## src/rtl/cv32e40x_mpu_arbiter_if.sv

```systemverilog
// Bus bundle between the LSU/XIF requesters, the MPU and the data-side arbiter.
// The slave modport is the arbiter's view; master is the surrounding environment.
interface cv32e40x_mpu_arbiter_if;
    logic [1:0]        req_valid_i;
    logic [1:0]        req_ready_o;
    logic [1:0][31:0]  req_addr_i;
    logic [1:0]        req_we_i;
    logic [1:0][3:0]   req_be_i;
    logic [1:0][31:0]  req_wdata_i;
    logic [1:0]        req_dbg_i;

    logic              mpu_trans_valid_o;
    logic              mpu_trans_ready_i;
    logic [31:0]       mpu_addr_o;
    logic              mpu_we_o;
    logic [3:0]        mpu_be_o;
    logic [31:0]       mpu_wdata_o;
    logic              mpu_dbg_o;
    logic              mpu_err_wait_o;
    logic              mpu_one_txn_pend_n_o;
    logic              mpu_err_i;

    logic              mpu_resp_valid_i;
    logic [31:0]       mpu_resp_rdata_i;
    logic [1:0]        mpu_resp_status_i;

    logic [1:0]        resp_valid_o;
    logic [31:0]       resp_rdata_o;
    logic [1:0]        resp_status_o;
    logic              xif_mpu_err_o;

    modport slave (
        input  req_valid_i, req_addr_i, req_we_i, req_be_i, req_wdata_i, req_dbg_i,
        input  mpu_trans_ready_i, mpu_err_i,
        input  mpu_resp_valid_i, mpu_resp_rdata_i, mpu_resp_status_i,
        output req_ready_o,
        output mpu_trans_valid_o, mpu_addr_o, mpu_we_o, mpu_be_o, mpu_wdata_o, mpu_dbg_o,
        output mpu_err_wait_o, mpu_one_txn_pend_n_o,
        output resp_valid_o, resp_rdata_o, resp_status_o, xif_mpu_err_o
    );

    modport master (
        output req_valid_i, req_addr_i, req_we_i, req_be_i, req_wdata_i, req_dbg_i,
        output mpu_trans_ready_i, mpu_err_i,
        output mpu_resp_valid_i, mpu_resp_rdata_i, mpu_resp_status_i,
        input  req_ready_o,
        input  mpu_trans_valid_o, mpu_addr_o, mpu_we_o, mpu_be_o, mpu_wdata_o, mpu_dbg_o,
        input  mpu_err_wait_o, mpu_one_txn_pend_n_o,
        input  resp_valid_o, resp_rdata_o, resp_status_o, xif_mpu_err_o
    );
endinterface

```

## src/rtl/cv32e40x_mpu_arbiter.sv

```systemverilog
// Round-robin arbiter sharing the data-side MPU port between LSU (0) and XIF (1),
// with OBI grant locking, outstanding-transaction counting and in-order response routing.
module cv32e40x_mpu_arbiter #(
    parameter int DEPTH = 2
) (
    input  logic                      clk,
    input  logic                      rst_n,
    cv32e40x_mpu_arbiter_if.slave     bus
);

    logic [2:0]  r_cnt;
    logic [1:0]  r_wptr;
    logic [1:0]  r_rptr;
    logic [3:0]  r_fifo;
    logic        r_last;
    logic        r_lock;
    logic        r_lock_id;
    logic        r_xif_err;

    logic        w_full;
    logic        w_gnt_vld;
    logic        w_gnt_id;
    logic        w_trans_valid;
    logic        w_hs;
    logic        w_xif_err_hs;
    logic        w_push;
    logic        w_pop;
    logic        w_head;
    logic [2:0]  w_cnt_n;
    logic [1:0]  w_req_ready;
    logic [1:0]  w_resp_valid;
    logic [1:0]  w_wptr_n;
    logic [1:0]  w_rptr_n;

    assign w_full = (r_cnt == 3'(DEPTH));

    // A locked grant holds the unaccepted request; otherwise ties go to the requester not served last.
    always_comb begin
        w_gnt_vld = 1'b0;
        w_gnt_id  = 1'b0;
        if (!w_full) begin
            if (r_lock) begin
                w_gnt_vld = 1'b1;
                w_gnt_id  = r_lock_id;
            end else begin
                case (bus.req_valid_i)
                    2'b01:   begin w_gnt_vld = 1'b1; w_gnt_id = 1'b0;    end
                    2'b10:   begin w_gnt_vld = 1'b1; w_gnt_id = 1'b1;    end
                    2'b11:   begin w_gnt_vld = 1'b1; w_gnt_id = !r_last; end
                    default: begin w_gnt_vld = 1'b0; w_gnt_id = 1'b0;    end
                endcase
            end
        end
    end

    assign w_trans_valid = w_gnt_vld && bus.req_valid_i[w_gnt_id];
    assign w_hs          = w_trans_valid && bus.mpu_trans_ready_i;
    assign w_xif_err_hs  = w_hs && w_gnt_id && bus.mpu_err_i;
    assign w_push        = w_hs && !w_xif_err_hs;
    assign w_pop         = bus.mpu_resp_valid_i && (r_cnt != 3'd0);
    assign w_head        = r_fifo[r_rptr];
    assign w_wptr_n      = (r_wptr == 2'(DEPTH - 1)) ? 2'd0 : r_wptr + 2'd1;
    assign w_rptr_n      = (r_rptr == 2'(DEPTH - 1)) ? 2'd0 : r_rptr + 2'd1;

    always_comb begin
        w_cnt_n      = r_cnt;
        w_req_ready  = 2'b00;
        w_resp_valid = 2'b00;
        if (w_push && !w_pop) begin
            w_cnt_n = r_cnt + 3'd1;
        end else if (w_pop && !w_push) begin
            w_cnt_n = r_cnt - 3'd1;
        end
        if (w_trans_valid) begin
            w_req_ready[w_gnt_id] = bus.mpu_trans_ready_i;
        end
        if (w_pop) begin
            w_resp_valid[w_head] = 1'b1;
        end
    end

    assign bus.mpu_trans_valid_o    = w_trans_valid;
    assign bus.mpu_addr_o           = w_trans_valid ? bus.req_addr_i[w_gnt_id]  : 32'd0;
    assign bus.mpu_we_o             = w_trans_valid ? bus.req_we_i[w_gnt_id]    : 1'b0;
    assign bus.mpu_be_o             = w_trans_valid ? bus.req_be_i[w_gnt_id]    : 4'd0;
    assign bus.mpu_wdata_o          = w_trans_valid ? bus.req_wdata_i[w_gnt_id] : 32'd0;
    assign bus.mpu_dbg_o            = w_trans_valid ? bus.req_dbg_i[w_gnt_id]   : 1'b0;
    // LSU errors come back as an MPU response; XIF errors are flagged at accept time.
    assign bus.mpu_err_wait_o       = w_trans_valid && !w_gnt_id;
    assign bus.mpu_one_txn_pend_n_o = (w_cnt_n == 3'd1);
    assign bus.req_ready_o          = w_req_ready;
    assign bus.resp_valid_o         = w_resp_valid;
    assign bus.resp_rdata_o         = bus.mpu_resp_valid_i ? bus.mpu_resp_rdata_i  : 32'd0;
    assign bus.resp_status_o        = bus.mpu_resp_valid_i ? bus.mpu_resp_status_i : 2'd0;
    assign bus.xif_mpu_err_o        = r_xif_err;

    always_ff @(posedge clk or negedge rst_n) begin
        if (!rst_n) begin
            r_cnt     <= 3'd0;
            r_wptr    <= 2'd0;
            r_rptr    <= 2'd0;
            r_fifo    <= 4'd0;
            r_last    <= 1'b1;
            r_lock    <= 1'b0;
            r_lock_id <= 1'b0;
            r_xif_err <= 1'b0;
        end else begin
            r_cnt     <= w_cnt_n;
            r_xif_err <= w_xif_err_hs;
            r_lock    <= w_trans_valid && !bus.mpu_trans_ready_i;
            if (w_trans_valid && !bus.mpu_trans_ready_i) begin
                r_lock_id <= w_gnt_id;
            end
            if (w_hs) begin
                r_last <= w_gnt_id;
            end
            if (w_push) begin
                r_fifo[r_wptr] <= w_gnt_id;
                r_wptr         <= w_wptr_n;
            end
            if (w_pop) begin
                r_rptr <= w_rptr_n;
            end
        end
    end

    logic [2:0] w_occ;
    assign w_occ = (r_wptr >= r_rptr) ? 3'(r_wptr - r_rptr) : 3'(r_wptr) + 3'(DEPTH) - 3'(r_rptr);

    a_cnt_bound: assert property (@(posedge clk) disable iff (!rst_n) r_cnt <= 3'(DEPTH));
    a_occ_match: assert property (@(posedge clk) disable iff (!rst_n)
        w_occ == (w_full ? 3'd0 : r_cnt));
    a_no_empty_resp: assert property (@(posedge clk) disable iff (!rst_n)
        bus.mpu_resp_valid_i |-> (r_cnt != 3'd0));
    a_lock_stable: assert property (@(posedge clk) disable iff (!rst_n)
        r_lock |-> ($stable(bus.mpu_addr_o) && $stable(bus.mpu_we_o) && $stable(bus.mpu_be_o)
                    && $stable(bus.mpu_wdata_o) && $stable(bus.mpu_dbg_o)));

endmodule
```

## src/flat_wrapper.sv

```systemverilog
// flat-port wrapper written by rule: the top's interface ports become plain ports
module cv32e40x_mpu_arbiter_flat 
#(
    parameter int DEPTH = 2
)
  (clk, rst_n, bus_req_valid_i, bus_req_addr_i, bus_req_we_i, bus_req_be_i, bus_req_wdata_i, bus_req_dbg_i, bus_mpu_trans_ready_i, bus_mpu_err_i, bus_mpu_resp_valid_i, bus_mpu_resp_rdata_i, bus_mpu_resp_status_i, bus_req_ready_o, bus_mpu_trans_valid_o, bus_mpu_addr_o, bus_mpu_we_o, bus_mpu_be_o, bus_mpu_wdata_o, bus_mpu_dbg_o, bus_mpu_err_wait_o, bus_mpu_one_txn_pend_n_o, bus_resp_valid_o, bus_resp_rdata_o, bus_resp_status_o, bus_xif_mpu_err_o);
  cv32e40x_mpu_arbiter_if bus_i ();
  input  logic clk;
  input  logic rst_n;
  input wire logic [$bits(bus_i.req_valid_i)-1:0] bus_req_valid_i;
  input wire logic [$bits(bus_i.req_addr_i)-1:0] bus_req_addr_i;
  input wire logic [$bits(bus_i.req_we_i)-1:0] bus_req_we_i;
  input wire logic [$bits(bus_i.req_be_i)-1:0] bus_req_be_i;
  input wire logic [$bits(bus_i.req_wdata_i)-1:0] bus_req_wdata_i;
  input wire logic [$bits(bus_i.req_dbg_i)-1:0] bus_req_dbg_i;
  input wire logic [$bits(bus_i.mpu_trans_ready_i)-1:0] bus_mpu_trans_ready_i;
  input wire logic [$bits(bus_i.mpu_err_i)-1:0] bus_mpu_err_i;
  input wire logic [$bits(bus_i.mpu_resp_valid_i)-1:0] bus_mpu_resp_valid_i;
  input wire logic [$bits(bus_i.mpu_resp_rdata_i)-1:0] bus_mpu_resp_rdata_i;
  input wire logic [$bits(bus_i.mpu_resp_status_i)-1:0] bus_mpu_resp_status_i;
  output wire logic [$bits(bus_i.req_ready_o)-1:0] bus_req_ready_o;
  output wire logic [$bits(bus_i.mpu_trans_valid_o)-1:0] bus_mpu_trans_valid_o;
  output wire logic [$bits(bus_i.mpu_addr_o)-1:0] bus_mpu_addr_o;
  output wire logic [$bits(bus_i.mpu_we_o)-1:0] bus_mpu_we_o;
  output wire logic [$bits(bus_i.mpu_be_o)-1:0] bus_mpu_be_o;
  output wire logic [$bits(bus_i.mpu_wdata_o)-1:0] bus_mpu_wdata_o;
  output wire logic [$bits(bus_i.mpu_dbg_o)-1:0] bus_mpu_dbg_o;
  output wire logic [$bits(bus_i.mpu_err_wait_o)-1:0] bus_mpu_err_wait_o;
  output wire logic [$bits(bus_i.mpu_one_txn_pend_n_o)-1:0] bus_mpu_one_txn_pend_n_o;
  output wire logic [$bits(bus_i.resp_valid_o)-1:0] bus_resp_valid_o;
  output wire logic [$bits(bus_i.resp_rdata_o)-1:0] bus_resp_rdata_o;
  output wire logic [$bits(bus_i.resp_status_o)-1:0] bus_resp_status_o;
  output wire logic [$bits(bus_i.xif_mpu_err_o)-1:0] bus_xif_mpu_err_o;
  assign bus_i.req_valid_i = bus_req_valid_i;
  assign bus_i.req_addr_i = bus_req_addr_i;
  assign bus_i.req_we_i = bus_req_we_i;
  assign bus_i.req_be_i = bus_req_be_i;
  assign bus_i.req_wdata_i = bus_req_wdata_i;
  assign bus_i.req_dbg_i = bus_req_dbg_i;
  assign bus_i.mpu_trans_ready_i = bus_mpu_trans_ready_i;
  assign bus_i.mpu_err_i = bus_mpu_err_i;
  assign bus_i.mpu_resp_valid_i = bus_mpu_resp_valid_i;
  assign bus_i.mpu_resp_rdata_i = bus_mpu_resp_rdata_i;
  assign bus_i.mpu_resp_status_i = bus_mpu_resp_status_i;
  assign bus_req_ready_o = bus_i.req_ready_o;
  assign bus_mpu_trans_valid_o = bus_i.mpu_trans_valid_o;
  assign bus_mpu_addr_o = bus_i.mpu_addr_o;
  assign bus_mpu_we_o = bus_i.mpu_we_o;
  assign bus_mpu_be_o = bus_i.mpu_be_o;
  assign bus_mpu_wdata_o = bus_i.mpu_wdata_o;
  assign bus_mpu_dbg_o = bus_i.mpu_dbg_o;
  assign bus_mpu_err_wait_o = bus_i.mpu_err_wait_o;
  assign bus_mpu_one_txn_pend_n_o = bus_i.mpu_one_txn_pend_n_o;
  assign bus_resp_valid_o = bus_i.resp_valid_o;
  assign bus_resp_rdata_o = bus_i.resp_rdata_o;
  assign bus_resp_status_o = bus_i.resp_status_o;
  assign bus_xif_mpu_err_o = bus_i.xif_mpu_err_o;
  cv32e40x_mpu_arbiter #(.DEPTH(DEPTH)) u_core (.clk(clk), .rst_n(rst_n), .bus(bus_i));
endmodule
```

## config.mk

```make
export PLATFORM = sky130hd
export DESIGN_NAME = cv32e40x_mpu_arbiter_flat
export DESIGN_NICKNAME = d
export VERILOG_FILES = /design/src/rtl/cv32e40x_mpu_arbiter_if.sv /design/src/rtl/cv32e40x_mpu_arbiter.sv /design/src/flat_wrapper.sv
export SDC_FILE = /design/constraint.sdc
export NUM_CORES = 1
export LEC_CHECK = 0
export ABC_AREA = 1
export BUFFER_PORTS_ARGS = -buffer_cell sky130_fd_sc_hd__clkbuf_2
export CAP_MARGIN = 15
export CORE_AREA = 2 2 114 116
export DETAILED_ROUTE_END_ITERATION = 10
export DIE_AREA = 0 0 116 118
export PLACE_DENSITY = 0.5
export SYNTH_ARGS = -nofsm -noshare
export SYNTH_HDL_FRONTEND = slang
export SYNTH_SLANG_ARGS = --single-unit
```

## constraint.sdc

```tcl
create_clock -name clk -period 3.43 [get_ports clk]
set_input_delay 0.5145 -clock clk [delete_from_list [all_inputs] [get_ports clk]]
set_output_delay 0.5145 -clock clk [all_outputs]
set_load 0.03 [all_outputs]
```

# Yosys cells after proc, flatten, opt, wreduce, memory -nomap -nowiden
# Index checks and enable logic that the tools add are counted.
totals:
  elab_cells: 88
  input_bits: 181
  reg_bits: 15
  output_inout_bits: 112
classes:
  addsub: 4
  bitwise_logic: 1
  n_reduce_logical: 21
  eq_ne: 7
  magnitude_cmp: 7
  n_mux: 40
ops:
  columns: ["operator", "n"]
  rows:
  - ["$mux W32", 7]
  - ["$mux W1", 17]
  - ["$logic_and A1 B1 Y1", 13]
  - ["$mux W4", 3]
  - ["$mux W2", 5]
  - ["$eq A2 B1 Y1 const B", 3]
  - ["$logic_not A1 Y1", 6]
  - ["$lt A2 B3 Y1 const B", 2]
  - ["$mux W3", 2]
  - ["$add A2 B1 Y2 const B", 2]
  - ["$bwmux W4", 1]
  - ["$eq A2 B2 Y1 const B", 2]
  - ["$lt A1 B2 Y1 const B", 2]
  - ["$add A3 B1 Y3 const B", 1]
  - ["$eq A3 B1 Y1 const B", 1]
  - ["$eq A3 B2 Y1 const B", 1]
  - ["$reduce_bool A3 Y1", 1]
  - ["$reduce_or A3 Y1", 1]
  - ["$sub A3 B1 Y3 const B", 1]
  - ["$and A2 B2 Y2", 1]
  - ["$bmux W1 S2", 1]
  - ["$demux W1 S1", 2]
  - ["$demux W1 S2", 1]
  - ["$ge A1 B1 Y1 const B", 2]
  - ["2 further kinds", 2]

# Depth between registers and ports, before layout
depth:
  word_depth: 17
  mapped_depth: 16
  depth_no_buf: 16

# Worst setup path after synthesis
# OpenSTA, ideal clock, no wires.
synth_path:
  kind: "flip-flop to output port"
  from: "reg u_core.r_cnt[0]"
  to: "out bus_mpu_one_txn_pend_n_o"
  path_buffers: 0
  slack_ns: 0.872
  required_ns: 2.915
  path_stages_with_launch: 17
  arrival_time_ns: 2.044
  cell_sequence: "dfrtp_1 -> inv_1 -> ha_1 -> nand2_4 -> nand2_4 -> inv_4 -> nand3_2 -> nand2_1 -> nor2_4 -> nand3_2 -> nand3_2 -> nand2_1 -> nand2_1 -> nand2_2 -> inv_2 -> nand2_1 -> nor2_2"
synth_via:
  elab_chain_len: 15
  word_cells_on_any_way: 22
  classes_between: "add/sub: 2; eq/ne: 2; mux: 6; reduce/logical: 12"
synth_lines:
  columns: ["element", "line_no", "text"]
  rows:
  - ["start: declaration", "cv32e40x_mpu_arbiter.sv:11", "logic [2:0] r_cnt;"]
  - ["start signal: assignment", "cv32e40x_mpu_arbiter.sv:108", "r_cnt <= w_cnt_n;"]
  - ["$eq A3 B2 Y1 (*)", "cv32e40x_mpu_arbiter.sv:35", "assign w_full = (r_cnt == 3'(DEPTH));"]
  - ["$mux W1", "cv32e40x_mpu_arbiter.sv:41", "if (!w_full) begin"]
  - ["$mux W1 (implied by the code) (2 in a row)", "cv32e40x_mpu_arbiter.sv:56", "assign w_trans_valid = w_gnt_vld && bus.req_valid_i[w_gnt_id];"]
  - ["$logic_and A1 B1 Y1 (*)", "cv32e40x_mpu_arbiter.sv:56", null]
  - ["via bus_mpu_trans_valid_o", "flat_wrapper.sv:22", "output wire logic [$bits(bus_i.mpu_trans_valid_o)-1:0] bus_mpu_trans_valid_o;"]
  - ["$logic_and A1 B1 Y1 (*)", "cv32e40x_mpu_arbiter.sv:57", "assign w_hs = w_trans_valid && bus.mpu_trans_ready_i;"]
  - ["$logic_and A1 B1 Y1 (2 in a row)", "cv32e40x_mpu_arbiter.sv:58", "assign w_xif_err_hs = w_hs && w_gnt_id && bus.mpu_err_i;"]
  - ["$logic_not A1 Y1", "cv32e40x_mpu_arbiter.sv:59", "assign w_push = w_hs && !w_xif_err_hs;"]
  - ["$logic_and A1 B1 Y1 (*)", "cv32e40x_mpu_arbiter.sv:59", null]
  - ["$logic_not A1 Y1", "cv32e40x_mpu_arbiter.sv:71", "end else if (w_pop && !w_push) begin"]
  - ["$logic_and A1 B1 Y1", "cv32e40x_mpu_arbiter.sv:71", null]
  - ["$mux W3", "cv32e40x_mpu_arbiter.sv:71", null]
  - ["$mux W3 (*)", "cv32e40x_mpu_arbiter.sv:69", "if (w_push && !w_pop) begin"]
  - ["via u_core.w_cnt_n[1]", "cv32e40x_mpu_arbiter.sv:29", "logic [2:0] w_cnt_n;"]
  - ["$eq A3 B1 Y1 (*)", "cv32e40x_mpu_arbiter.sv:90", "assign bus.mpu_one_txn_pend_n_o = (w_cnt_n == 3'd1);"]
  - ["end: declaration", "flat_wrapper.sv:29", "output wire logic [$bits(bus_i.mpu_one_txn_pend_n_o)-1:0] bus_mpu_one_txn_pend_n_o;"]
# The timed path passes the listed nets; every way through them passes the cells marked *. The select of a mux whose other input is x is not followed.

# Worst setup path in the final report
layout_path:
  from: "reg u_core.r_cnt[0]"
  to: "out bus_mpu_wdata_o[14]"
layout_via:
  elab_chain_len: 6
  word_cells_on_any_way: 9
  classes_between: "eq/ne: 1; mux: 7; reduce/logical: 1"
layout_lines:
  columns: ["element", "line_no", "text"]
  rows:
  - ["$eq A3 B2 Y1 (*)", "cv32e40x_mpu_arbiter.sv:35", null]
  - ["$mux W1", "cv32e40x_mpu_arbiter.sv:41", null]
  - ["$mux W1 (implied by the code) (2 in a row)", "cv32e40x_mpu_arbiter.sv:56", null]
  - ["$logic_and A1 B1 Y1", "cv32e40x_mpu_arbiter.sv:56", null]
  - ["$mux W32 (*)", "cv32e40x_mpu_arbiter.sv:86", "assign bus.mpu_wdata_o = w_trans_valid ? bus.req_wdata_i[w_gnt_id] : 32'd0;"]
  - ["end: declaration", "flat_wrapper.sv:26", "output wire logic [$bits(bus_i.mpu_wdata_o)-1:0] bus_mpu_wdata_o;"]
# Every way passes the cells marked *; elsewhere a longest branch is shown, timed or not. The select of a mux whose other input is x is not followed.

==> results.ini <==
[cts]
cts_root_buf = clkbuf_16
clkTransAtPathRegs_ns = 0.05
tritoncts = done
numClockSinks = 15
clk_latency_ns = 0.25
clock_path_buffers = 2
cts_buffers = 3
post_cts_resized = 0
htree_levels = 1
post_cts_buffers = 0
holdBufCountCts = 0

[worst_setup_path]
crit_fanout = 74
worst_ep_required_time_ns = 2.92
reg2reg_setup_slack_ns = 1.50
critical_path_class = reg2out
r2r_start = u_core.r_cnt[0]$_DFF_PN0_
r2r_end = u_core.r_fifo[1]$_DFFE_PN0P_
worstPathCellList = inv_1 > ha_1 > nand2_4 > nand2_4 > inv_4 > nand2_4 > buf_4 > nand2_1 > a21oi_1 > clkbuf_2
critPathTopFamily = buffers and inverters
path_buf_inv = 4
critPathCaptureType = output pin
reg2reg_depth = 13
start_kind = flop
cp_common_cell = nand2_4
crit_arrival_ns = 2.55
crit_slowest_cell = buf_4
slowest_delay_ns = 0.57

[die]
die_x_um = 116
std_cell_rows = 41
ios = 293
start_util_pct = 17.4
die_area_sq_um = 13700
coreArea_sq_um = 12400
die_h_um = 118

[hold_path]
hold_class = in2async

[layout]
area_growth_pct = 79.2
seqCellArea_sq_um = 377
antenna_cells = 0
nNetsFinal = 877
final_util_pct = 31.1
multiInputGateArea_sq_um = 1460
drive_above_1_share_pct = 46.3
fill_cells = 1505
stdcell_count = 863

[synthesis]
netlist.area_leader.share_pct = 35.5
async_flop_share_pct = 100
synth_area_leaders = nand2_1, a21oi_1, dfrtp_1
yosys_warnings = 0
ys_types = 24
yosysMostFrequentCell = nand2_1
yosys_register_bits = 15
netlist_instances = 417
synth_area_leader_cell = nand2_1
yosysSeqAreaShare_pct = 17.5
synth.avg_cell_area_sq_um = 5.17
ys.flop_type = dfrtp_1
syn_area_sq_um = 2150
synth_edf_count = 0
synthTopCellsByCount = nand2_1, a21oi_1, inv_1
syn_nets = 602

[drt]
avgViaCountPerCell = 4.04
firstDrtPassIters = 4
drtAntennaViolNets = 0
drc = 0
drt_wl_total_mm = 10.9
vias = 3490
wire_per_inst_um = 12.6
initialDrtViolationCount = 105

[timing]
setup_viol_count_final = 0
rsz0062_at_grt = false
max_freq_ghz = 0.326
fin_tns_setup_ns = 0
finalHoldViolCount = 0
slew_headroom_pct = 48.8
finalCritPeriodShare_pct = 89.3
worstMarginPinSlew_ns = 0.768
finalWorstSetupSlack_ns = 0.366
drv_slew = 0
min_period_ns = 3.06
fin_skew_ns = 0.00443

[place]
port_buffers = 292
dp_hpwl_mm = 9.12
gp_congestion = 0.809
pre_cts_ws_ns = 0.638
dp.cells = 859

[global_routing]
grt_pass1_wl_mm = 16.0
antenna_found_initial = 0
grt_pass1_vias = 3244
grt_max_degree = 75
grt_use_total_pct = 14.9
gr-total-overflow = 0

[run_status]
status = complete, no violations

[power]
ir_worst_vdd_mv = 0.362
power_leakage_uw = 0.00257
p_per_area_nw_per_um2 = 954

[job]
max-cap-violations = 0

metal layers:
metal	global-route usage, %	up-vias	wire length [um]	share of wire [%]
li1	-	1820	-	-
met1	16.3	1466	4080	38
met2	27.8	191	5480	50
met3	4.53	13	1130	10
met4	3.20	0	178	1.6
met5	0	-	0	0
stage by stage:
step	area [sq um]	hold WS (ns)	total power, uW
2_1_floorplan	2150	0.219	2560
3_3_place_gp	3780	0.464	3510
3_5_place_dp	3780	0.464	3510
4_1_cts	3860	0.198	3750
5_1_grt	3860	0.222	4040
6_report	3860	0.182	3690
flip-flops by register name (all words and copies together), names as in the netlist:
name	flops
u_core.r_rptr	2
u_core.r_wptr	2
u_core.r_lock_id	1
u_core.r_fifo	4
u_core.r_cnt	3
u_core.bus.xif_mpu_err_o	1
u_core.r_last	1
u_core.r_lock	1
worst max path at each step:
stage / from / end / slack [ns] / cells after the start
floorplan: u_core.r_cnt[0]$_DFF_PN0_ / bus_mpu_one_txn_pend_n_o / 0.87 / 16
global placement: u_core.r_cnt[0]$_DFF_PN0_ / bus_mpu_wdata_o[14] / 0.65 / 10
detailed placement: u_core.r_cnt[0]$_DFF_PN0_ / bus_mpu_wdata_o[14] / 0.64 / 10
CTS: u_core.r_cnt[0]$_DFF_PN0_ / bus_mpu_wdata_o[14] / 0.36 / 10
global route: u_core.r_cnt[0]$_DFF_PN0_ / bus_mpu_wdata_o[14] / 0.17 / 10
finish: u_core.r_cnt[0]$_DFF_PN0_ / bus_mpu_wdata_o[14] / 0.37 / 10
worst register-to-register path: cells and delay by family (launching register included):
family | cells | cell delay, ns
AND/OR/NAND/NOR | 8 | 0.83
buffers and inverters | 2 | 0.16
adder cells (fa/ha/maj) | 1 | 0.21
flip-flops | 1 | 0.39
AO/OA/AOI/OAI | 2 | 0.18
power breakdown:
group / internal [uW] / switching (uW) / leakage (uW) / total (uW)
logic: 842 / 2320 / 0.00234 / 3160
registers: 250 / 44.6 / 0.000189 / 295
clock network: 157 / 71.9 / 0.0000382 / 229
layout by cell type, fill, tap and decap left out, drive strengths merged:
master  instances
a21oi          73
xor2            2
nand4           1
dfstp           1
nand2         212
o211ai          1
dfrtp          14
nand3           8
ha              4
a32oi           1
buf             4
inv            56
nor2           11
o21ai           7
clkbuf        296
layout make-up:
class                           instances  share of cell area, %
Tap cell                              172                   5.57
Multi-Input combinational cell        320                   37.8
Timing Repair Buffer                  296                   39.3
Sequential cell                        15                   9.75
Clock buffer                            4                   2.04
Inverter                               56                   5.51
cell families (layout without fill, tap and decap cells):
group,after synthesis,in the layout,synth area share [%]
adders and majority gates,4,4,2.32
xor gates and xnor gates,2,2,0.813
DFF,15,15,17.5
AOI/OAI and AO/OA,82,82,20.0
and+or+nand+nor,232,232,44.7
buffers and inverters,82,356,14.7
(Power assumes the default switching activity.)
